`src/rtl/carfield_addr_rule_decoder.sv`:
```
// Programmable address-rule decoder: priority rule match, 2/4-way port interleave, lockable map, miss counter.
// Optional build macro CARFIELD_ADDR_RULE_OVERLAP_CHECK_EN rejects enabled rule writes that intersect another enabled rule.
`timescale 1ns/1ps
module carfield_addr_rule_decoder #(
  parameter int NumRules    = 8,
  parameter int NumPorts    = 8,
  parameter int AddrWidth   = 48,
  parameter int IntlvLsb    = 3,
  parameter int MissCntW    = 16,
  parameter int DefaultPort = 0,
  localparam int IdxW  = $clog2(NumRules),
  localparam int PortW = $clog2(NumPorts)
) (
  input  logic                 clk_i,
  input  logic                 rst_ni,
  input  logic                 cfg_valid_i,
  output logic                 cfg_ready_o,
  input  logic [IdxW-1:0]      cfg_idx_i,
  input  logic [AddrWidth-1:0] cfg_base_i,
  input  logic [AddrWidth-1:0] cfg_size_i,
  input  logic [PortW-1:0]     cfg_port_i,
  input  logic [1:0]           cfg_intlv_i,
  input  logic                 cfg_en_i,
  input  logic                 cfg_lock_i,
  output logic                 cfg_err_o,
  output logic                 locked_o,
  input  logic                 req_valid_i,
  output logic                 req_ready_o,
  input  logic [AddrWidth-1:0] req_addr_i,
  output logic                 dec_valid_o,
  input  logic                 dec_ready_i,
  output logic [PortW-1:0]     dec_port_o,
  output logic [IdxW-1:0]      dec_rule_o,
  output logic                 dec_err_o,
  output logic [MissCntW-1:0]  miss_cnt_o
);

  typedef enum logic {UNLOCKED, LOCKED} state_e;

  state_e state_q, state_d;
  logic   run_q;

  logic [AddrWidth-1:0] base_q  [NumRules];
  logic [AddrWidth-1:0] size_q  [NumRules];
  logic [PortW-1:0]     port_q  [NumRules];
  logic [1:0]           intlv_q [NumRules];
  logic                 en_q    [NumRules];
  logic [AddrWidth:0]   end_q   [NumRules];

  logic cfg_fire, cfg_write, cfg_drop, overlap;
  logic accept;

  // Range ends carry one extra bit so a rule touching the top of the space never wraps.
  always_comb begin
    for (int i = 0; i < NumRules; i++) begin
      end_q[i] = {1'b0, base_q[i]} + {1'b0, size_q[i]};
    end
  end

  assign cfg_fire = cfg_valid_i && cfg_ready_o;

`ifdef CARFIELD_ADDR_RULE_OVERLAP_CHECK_EN
  logic [AddrWidth:0] cfg_end;
  assign cfg_end = {1'b0, cfg_base_i} + {1'b0, cfg_size_i};

  always_comb begin
    overlap = 1'b0;
    if (cfg_en_i && (cfg_size_i != '0)) begin
      for (int i = 0; i < NumRules; i++) begin
        if ((IdxW'(i) != cfg_idx_i) && en_q[i] && (size_q[i] != '0) &&
            ({1'b0, cfg_base_i} < end_q[i]) && ({1'b0, base_q[i]} < cfg_end)) begin
          overlap = 1'b1;
        end
      end
    end
  end
`else
  assign overlap = 1'b0;
`endif

  always_ff @(posedge clk_i or negedge rst_ni) begin
    if (!rst_ni) begin
      state_q <= UNLOCKED;
      run_q   <= 1'b0;
    end else begin
      state_q <= state_d;
      run_q   <= 1'b1;
    end
  end

  // A write presented together with the lock pulse still lands before the map closes.
  always_comb begin
    state_d   = state_q;
    cfg_write = 1'b0;
    cfg_drop  = 1'b0;
    case (state_q)
      UNLOCKED: begin
        if (cfg_fire) begin
          cfg_write = !overlap;
          cfg_drop  = overlap;
        end
        if (cfg_lock_i) state_d = LOCKED;
      end
      LOCKED: begin
        cfg_drop = cfg_fire;
      end
      default: state_d = UNLOCKED;
    endcase
  end

  assign locked_o    = (state_q == LOCKED);
  assign cfg_ready_o = run_q;

  always_ff @(posedge clk_i or negedge rst_ni) begin
    if (!rst_ni) begin
      cfg_err_o <= 1'b0;
      for (int i = 0; i < NumRules; i++) begin
        base_q[i]  <= '0;
        size_q[i]  <= '0;
        port_q[i]  <= '0;
        intlv_q[i] <= '0;
        en_q[i]    <= 1'b0;
      end
    end else begin
      cfg_err_o <= cfg_drop;
      if (cfg_write) begin
        base_q[cfg_idx_i]  <= cfg_base_i;
        size_q[cfg_idx_i]  <= cfg_size_i;
        port_q[cfg_idx_i]  <= cfg_port_i;
        intlv_q[cfg_idx_i] <= cfg_intlv_i;
        en_q[cfg_idx_i]    <= cfg_en_i;
      end
    end
  end

  logic             hit;
  logic [IdxW-1:0]  hit_idx;
  logic [PortW-1:0] sel_port;
  logic [1:0]       sel_intlv;
  logic [1:0]       offset;
  logic [PortW:0]   port_sum;
  logic [PortW-1:0] hit_port;

  always_comb begin
    hit       = 1'b0;
    hit_idx   = '0;
    sel_port  = '0;
    sel_intlv = '0;
    for (int i = 0; i < NumRules; i++) begin
      if (!hit && en_q[i] && (size_q[i] != '0) &&
          ({1'b0, req_addr_i} >= {1'b0, base_q[i]}) && ({1'b0, req_addr_i} < end_q[i])) begin
        hit       = 1'b1;
        hit_idx   = IdxW'(i);
        sel_port  = port_q[i];
        sel_intlv = intlv_q[i];
      end
    end
    case (sel_intlv)
      2'd1:    offset = {1'b0, req_addr_i[IntlvLsb]};
      2'd2:    offset = req_addr_i[IntlvLsb+1:IntlvLsb];
      default: offset = 2'd0;
    endcase
    port_sum = {1'b0, sel_port} + (PortW+1)'(offset);
    hit_port = PortW'(port_sum % (PortW+1)'(NumPorts));
  end

  assign req_ready_o = run_q && (!dec_valid_o || dec_ready_i);
  assign accept      = req_valid_i && req_ready_o;

  always_ff @(posedge clk_i or negedge rst_ni) begin
    if (!rst_ni) begin
      dec_valid_o <= 1'b0;
      dec_port_o  <= '0;
      dec_rule_o  <= '0;
      dec_err_o   <= 1'b0;
      miss_cnt_o  <= '0;
    end else begin
      if (accept) begin
        dec_valid_o <= 1'b1;
        dec_port_o  <= hit ? hit_port : PortW'(DefaultPort);
        dec_rule_o  <= hit ? hit_idx : '0;
        dec_err_o   <= !hit;
        if (!hit && (miss_cnt_o != '1)) miss_cnt_o <= miss_cnt_o + 1'b1;
      end else if (dec_ready_i) begin
        dec_valid_o <= 1'b0;
      end
    end
  end

endmodule

```
`config.mk`:
```
export PLATFORM = sky130hd
export DESIGN_NAME = carfield_addr_rule_decoder
export DESIGN_NICKNAME = d
export VERILOG_FILES = /design/src/rtl/carfield_addr_rule_decoder.sv
export SDC_FILE = /design/constraint.sdc
export NUM_CORES = 2
export LEC_CHECK = 0
export CAP_MARGIN = 20
export CORE_AREA = 2 2 328 330
export CTS_BUF_LIST = sky130_fd_sc_hd__clkbuf_4 sky130_fd_sc_hd__clkbuf_8 sky130_fd_sc_hd__clkbuf_16
export DETAILED_ROUTE_END_ITERATION = 6
export DIE_AREA = 0 0 330 332
export GPL_ROUTABILITY_DRIVEN = 1
export PLACE_DENSITY_LB_ADDON = 0.15
export SYNTH_ARGS = -nofsm -noshare
export SYNTH_HDL_FRONTEND = slang
export SYNTH_SLANG_ARGS = --single-unit
```
`constraint.sdc`:
```
create_clock -name clk_i -period 13.1 [get_ports clk_i]
set_input_delay 2.62 -clock clk_i [delete_from_list [all_inputs] [get_ports clk_i]]
set_output_delay 2.62 -clock clk_i [all_outputs]
set_load 0.03 [all_outputs]
```
## Yosys cells after proc, flatten, opt, wreduce, memory -nomap -nowiden

Index checks and enable logic that the tools add are counted.
W data, S select, Z words.

| cells by class | value |
|---|---|
| add/sub/neg operators | 10 |
| magnitude comparators | 18 |
| equal/unequal tests | 3 |
| mux-type cells | 54 |
| bitwise logic cells | 2 |
| reduce and logical (&&, ||, !) cells | 56 |

Operator list:

| cell | count |
|---|---|
| $bwmux W384 | 2 |
| $add A48 B48 Y49 | 8 |
| $lt A48 B49 Y1 | 8 |
| $ge A48 B48 Y1 | 8 |
| $reduce_bool A48 Y1 | 8 |
| $demux W48 S3 | 1 |
| $mux W3 | 16 |
| $mux W48 | 1 |
| $logic_and A1 B1 Y1 | 36 |
| $bwmux W24 | 1 |
| $mux W2 | 10 |
| $add A16 B1 Y16 const B | 1 |
| $bwmux W16 | 1 |
| $mux W1 | 16 |
| $ne A16 B16 Y1 const B | 1 |
| $demux W3 S3 | 1 |
| $logic_not A1 Y1 | 9 |
| $bwmux W8 | 1 |
| $demux W2 S3 | 1 |
| $ge A4 B4 Y1 const B | 1 |
| $lt A4 B1 Y1 const B | 1 |
| $not A3 Y4 | 1 |
| $pmux W2 S2 | 1 |
| $add A3 B2 Y3 | 1 |
| 8 further kinds | 8 |

| word-level totals | value |
|---|---|
| bits in registers | 843 |
| input port bits | 159 |
| output and inout bits | 28 |

## Logic depth before layout (Yosys ltp)

| logic depth | value |
|---|---|
| depth after elaboration | 51 |
| mapped depth | 38 |
| mapped depth without buffers | 37 |

## Worst setup path after synthesis

No wires, ideal clock.

| timing path | value |
|---|---|
| path kind | register to register |
| start | register base_q[192] (netlist name) |
| end | register dec_port_o[2] |
| setup time | 0.066 ns |
| arrival time | 7.880 ns |
| data required time | 13.034 ns |
| setup slack | 5.153 ns |
| stages on the path, launching flop included | 36 |
| buffers on the path | 0 |
| clock period less this slack | 7.947 ns |
| cell sequence | dfrtp_1 > ha_1 > fa_1 > a211o_1 > a21oi_1 > o31a_1 > o211ai_1 > a211oi_1 > o22ai_1 > o31a_1 > o21a_1 > a221o_1 > a21o_1 > a21oi_1 > xor2_1 > ha_1 > o21a_1 > o21ai_0 > a21oi_1 > o211ai_1 > nor4_1 > a21oi_1 > a31oi_1 > o22ai_2 > nor3_1 > o2bb2ai_1 > a211oi_1 > mux2_2 > ha_1 > nor3b_1 > ha_1 > inv_1 > fa_1 > or3_2 > a2111oi_0 > a221o_1 |

| between the ends | value |
|---|---|
| longest elaborated chain between the ends | 32 |

Ends and longest elaborated chain:

| element | RTL line | RTL |
|---|---|---|
| from (decl) | 43 | `logic [AddrWidth-1:0] base_q [NumRules];` |
| from (signal, indexed assignment) | 127 | `base_q[cfg_idx_i] <= cfg_base_i;` |
| $add A48 B48 Y49 or $ge A48 B48 Y1 (tied branches) | 56, 151 |  |
| $lt A48 B49 Y1 or $logic_and A1 B1 Y1 (tied branches) | 151, 150 |  |
| $logic_and A1 B1 Y1 * | 151 | `({1'b0, req_addr_i} >= {1'b0, base_q[i]}) && ({1'b0, req_addr_i} < end_q[i])) begin` |
| $mux W1 | 150 | `if (!hit && en_q[i] && (size_q[i] != '0) &&` |
| $logic_not A1 Y1 | 150 |  |
| $logic_and A1 B1 Y1 (3 in a row) | 150 |  |
| $logic_and A1 B1 Y1 | 151 |  |
| $mux W1 | 150 |  |
| (+12 left out) | -- |  |
| $logic_not A1 Y1 | 150 |  |
| $logic_and A1 B1 Y1 (3 in a row) | 150 |  |
| $logic_and A1 B1 Y1 | 151 |  |
| $mux W2 | 150 |  |
| $eq A2 B2 Y1 or $eq A2 B1 Y1 (tied branches) | 158 | `case (sel_intlv)` |
| $pmux W2 S2 | 158 |  |
| $add A3 B2 Y3 | 163 | `port_sum = {1'b0, sel_port} + (PortW+1)'(offset);` |
| $mux W3 * | 180 | `dec_port_o <= hit ? hit_port : PortW'(DefaultPort);` |
| to (signal assigned) | 180 |  |
| to (decl) | 32 | `output logic [PortW-1:0] dec_port_o,` |

Mark *: on every way between the ends. The rest lies on a longest branch, timed or not.
A chain may end at the register's enable or synchronous reset.

## Worst setup path in the final report

| timing path | value |
|---|---|
| start | register size_q[145] (netlist name) |
| end | register dec_port_o[2] |

| between the ends | value |
|---|---|
| longest elaborated chain between the ends | 27 |

Ends and longest elaborated chain:

| element | RTL line | RTL |
|---|---|---|
| from (decl) | 44 | `logic [AddrWidth-1:0] size_q [NumRules];` |
| from (signal, indexed assignment) | 128 | `size_q[cfg_idx_i] <= cfg_size_i;` |
| parallel branches: the longest is 3 deep, another holds $add A48 B48 Y49 | -- |  |
| $logic_and A1 B1 Y1 * | 151 |  |
| $mux W1 | 150 |  |
| $logic_not A1 Y1 | 150 |  |
| $logic_and A1 B1 Y1 (3 in a row) | 150 |  |
| $logic_and A1 B1 Y1 | 151 |  |
| $mux W1 | 150 |  |
| $logic_not A1 Y1 | 150 |  |
| (+5 left out) | -- |  |
| $logic_not A1 Y1 | 150 |  |
| $logic_and A1 B1 Y1 (3 in a row) | 150 |  |
| $logic_and A1 B1 Y1 | 151 |  |
| $mux W2 | 150 |  |
| $eq A2 B2 Y1 or $eq A2 B1 Y1 (tied branches) | 158 |  |
| $pmux W2 S2 | 158 |  |
| $add A3 B2 Y3 | 163 |  |
| $mux W3 * | 180 |  |

Mark *: on every way between the ends.

==> impl_metrics.toml <==
[synthesis]
avgSynthCellArea_sq_um = 9.555
synthDistinctLibCells = 105
synth_area_sq_um = 68580
yosys.area.top_type_share_pct = 30.76
synth_ff_type = "dfrtp_1"
synth_edf_count = 0
syn_nets = 8493
async_reset_ff_share_pct = 100.0
ys_warn_count = 0
synth_area_leader_cell = "dfrtp_1"
synth_seq_area_share_pct = 30.76
synth_cells = 7177
synth.top_cells.by_count = "ha_1 (1148), dfrtp_1 (843), mux2_2 (622)"
synth.ff_latch_count = 843
synthTopCellsByArea = "dfrtp_1 (31%), ha_1 (21%), mux2_2 (10%)"
yosysMostFrequentCell = "ha_1"

[routing]
dr.pass1.iters = 7
highest_layer = "met5"
viasPerCell = 6.742
totalWireLength_um = 245400
wl_per_cell_um = 27.52
met2_length_um = 101400
drt-initial-drc-count = 6043
drc = 24
drtAntennaViolNets = 0
wl_met3_um = 26550
wirelength_met1_um = 100300
via_count = 60122

[floorplan]
core_sq_um = 106300
die_h_um = 332
initial_core_util_pct = 64.51
die_w_um = 330
pin_count = 187
die-area_sq_um = 109600
rows = 120

[power_and_ir_drop]
switching_share_pct = 30.27
p_comb_share_pct = 21.0
ir_drop_uv = 122.8
leakage_nw = 38.43
pwr-share-clk_pct = 42.4
power.internal_w = 0.005127
power.switching_w = 0.002226
power.total_w = 0.007353
p_seq_share_pct = 36.7
power_density_nw_per_um2 = 96.41

[global_routing]
grt_max_degree = 151
grt_pass1_wl_um = 363500
grt_pass1_vias = 58756
antenna_found_initial = 27
track_usage_pct = 44.28
grt.overflow.total = 0

[critical_path]
r2r_setup_slack_ps = 2710
arrival_ps = 11060
critPathMaxStageDelay_ps = 910
cp-end-kind = "register"
crit_slowest_cell = "a311oi_1"
rr_worst_depth = 33
critPathBufInv = 1
worstSetupStartpointType = "register"
cp-startpoint = "size_q[145]"
worstReg2RegStart = "size_q[145]"
crit_fanout = 7
cp_common_cell = "ha_1"
critPathTopFamily = "compound AO/OA/AOI/OAI gates"
worstPathRequired_ps = 13770
crit_type = "reg2reg"
r2r_end = "dec_port_o[2]"

[timing]
rsz0062_at_grt = "false"
worst_pin_slew_ps = 1289
finalHoldViolCount = 0
fin_setup_tns_ps = 0
finalClockSkew_ps = 34.60
setup_viol = 0
drv_slew = 0
fin_crit_sh_pct = 79.33
slew_headroom_pct = 12.91
min_period_ps = 10390
clock.fmax_mhz = 96.22

[finish]
nNetsFinal = 8745
utilization_pct = 71.74
area_growth_syn_to_layout_pct = 11.20
design_area_sq_um = 76260
drive_above_1_share_pct = 13.29
final_cells = 8918
nFillCells = 8183

[clock_tree]
cts_tree = "yes"
clk_path_buf_depth = 3
holdBufCountCts = 0
cts_resized = 0
clk_pin_slew_worst_paths_ps = 60
cts_setup_buffers = 0
clock_latency_ps = 720
h-tree-depth = 3
cts_inserted_buffers = 98
clkSinkCount = 843
root_buffer = "clkbuf_16"

[hold_path]
hp-start = "dec_err_o"
hold-path-cell-count = 2
holdPathEnd = "dec_err_o"
hold_path.class = "reg2reg"

[placement]
placed_cell_area_sq_um = 72550
place.gp.congestion = 1.081
port_buffers = 186
dp_cells = 8727
hpwl_um = 187700

[job]
cap_violations = 0

[outcome]
violations = "design-rule violations"
outcome = "complete, but fails checks"
-- worst min-delay path: stages (launching register included) --
cell     delay, ps
dfrtp_1        340
nand2_1         50
nand2_1         60
-- cell type report --
type | count | area (sq um) | share of cell area, %
diodes | 7 | 17.52 | 0.02297
well taps | 1403 | 1755 | 2.302
flip-flops and latches | 843 | 21100 | 27.66
multi-input cells | 5689 | 45160 | 59.21
repair buffers | 288 | 2680 | 3.514
clock inverters | 40 | 732.0 | 0.9598
clock buffers | 139 | 2914 | 3.821
inverters | 509 | 1911 | 2.505
-- metal layers --
| layer | track usage, % | vias to the layer above |
|---|---|---|
| li1 | - | 27124 |
| met1 | 59.73 | 29441 |
| met2 | 63.82 | 2866 |
| met3 | 11.57 | 679 |
| met4 | 26.03 | 12 |
| met5 | 0 | - |
-- flip-flops by register name (all words and copies together) (netlist names) --
register     count
base_q         384
dec_rule_o       3
miss_cnt_o      16
en_q             8
dec_err_o        1
size_q         384
cfg_ready_o      1
dec_valid_o      1
locked_o         1
cfg_err_o        1
dec_port_o       3
port_q          24
intlv_q         16
-- power by group through the flow --
stage | Sequential, W | Combinational, W | Clock, W
final | 0.00270 | 0.00154 | 0.00311
after global placement | 0.00274 | 0.00145 | 0
after floorplan | 0.00274 | 0.000856 | 0
after detailed placement | 0.00274 | 0.00149 | 0
after global routing | 0.00270 | 0.00168 | 0.00323
after CTS | 0.00270 | 0.00150 | 0.00313
-- cell families after synthesis --
logic type	Yosys count	synth area share, %
DFF	843	30.76
and+or+nand+nor	1562	11.41
xor gates and xnor gates	355	4.545
muxes	624	10.24
buffers and inverters	645	3.596
adders and majority gates	1157	21.21
AOI/OAI and AO/OA	1990	18.23
other	1	0.005468
-- layout by cell type, fill, tap and decap left out, types with 27 or more instances in the layout --
| cell type | instances |
|---|---|
| dfrtp_1 | 843 |
| nand4_1 | 176 |
| nor4_1 | 113 |
| a21oi_1 | 579 |
| a2111oi_0 | 27 |
| nor2_1 | 250 |
| clkbuf_16 | 100 |
| inv_1 | 509 |
| nand2_1 | 503 |
| ha_1 | 1148 |
| o21bai_1 | 62 |
| nand2b_1 | 84 |
| nor3_1 | 82 |
| xnor2_1 | 193 |
| and3_1 | 32 |
| nor2b_1 | 63 |
| nand3_1 | 110 |
| a211o_1 | 28 |
| o21ai_0 | 532 |
| buf_4 | 94 |
| mux2_2 | 622 |
| a211oi_1 | 70 |
| o21a_1 | 72 |
| o211ai_1 | 56 |
| clkdlybuf4s50_1 | 185 |
| a31oi_1 | 33 |
| a21o_1 | 299 |
| xor2_1 | 161 |
-- stage by stage --
| stage | hold WS [ps] | worst slack (ps) |
|---|---|---|
| 2_1_floorplan | 470.1 | 5153 |
| 3_3_place_gp | 464.5 | 2410 |
| 3_5_place_dp | 473.8 | 2677 |
| 4_1_cts | 493.4 | 2807 |
| 5_1_grt | 512.6 | 2224 |
| 6_report | 484.1 | 2708 |
-- worst max-delay path by stage --
stage | endpoint | slack (ps) | cells after the start
6_report | dec_port_o[2] | 2710 | 33
5_1_grt | dec_port_o[2] | 2220 | 34
4_1_cts | dec_port_o[2] | 2810 | 34
3_5_place_dp | dec_port_o[2] | 2680 | 23
3_3_place_gp | dec_port_o[2] | 2410 | 23
2_1_floorplan | dec_port_o[2] | 5150 | 35
Power figures use the tool's default switching activity.
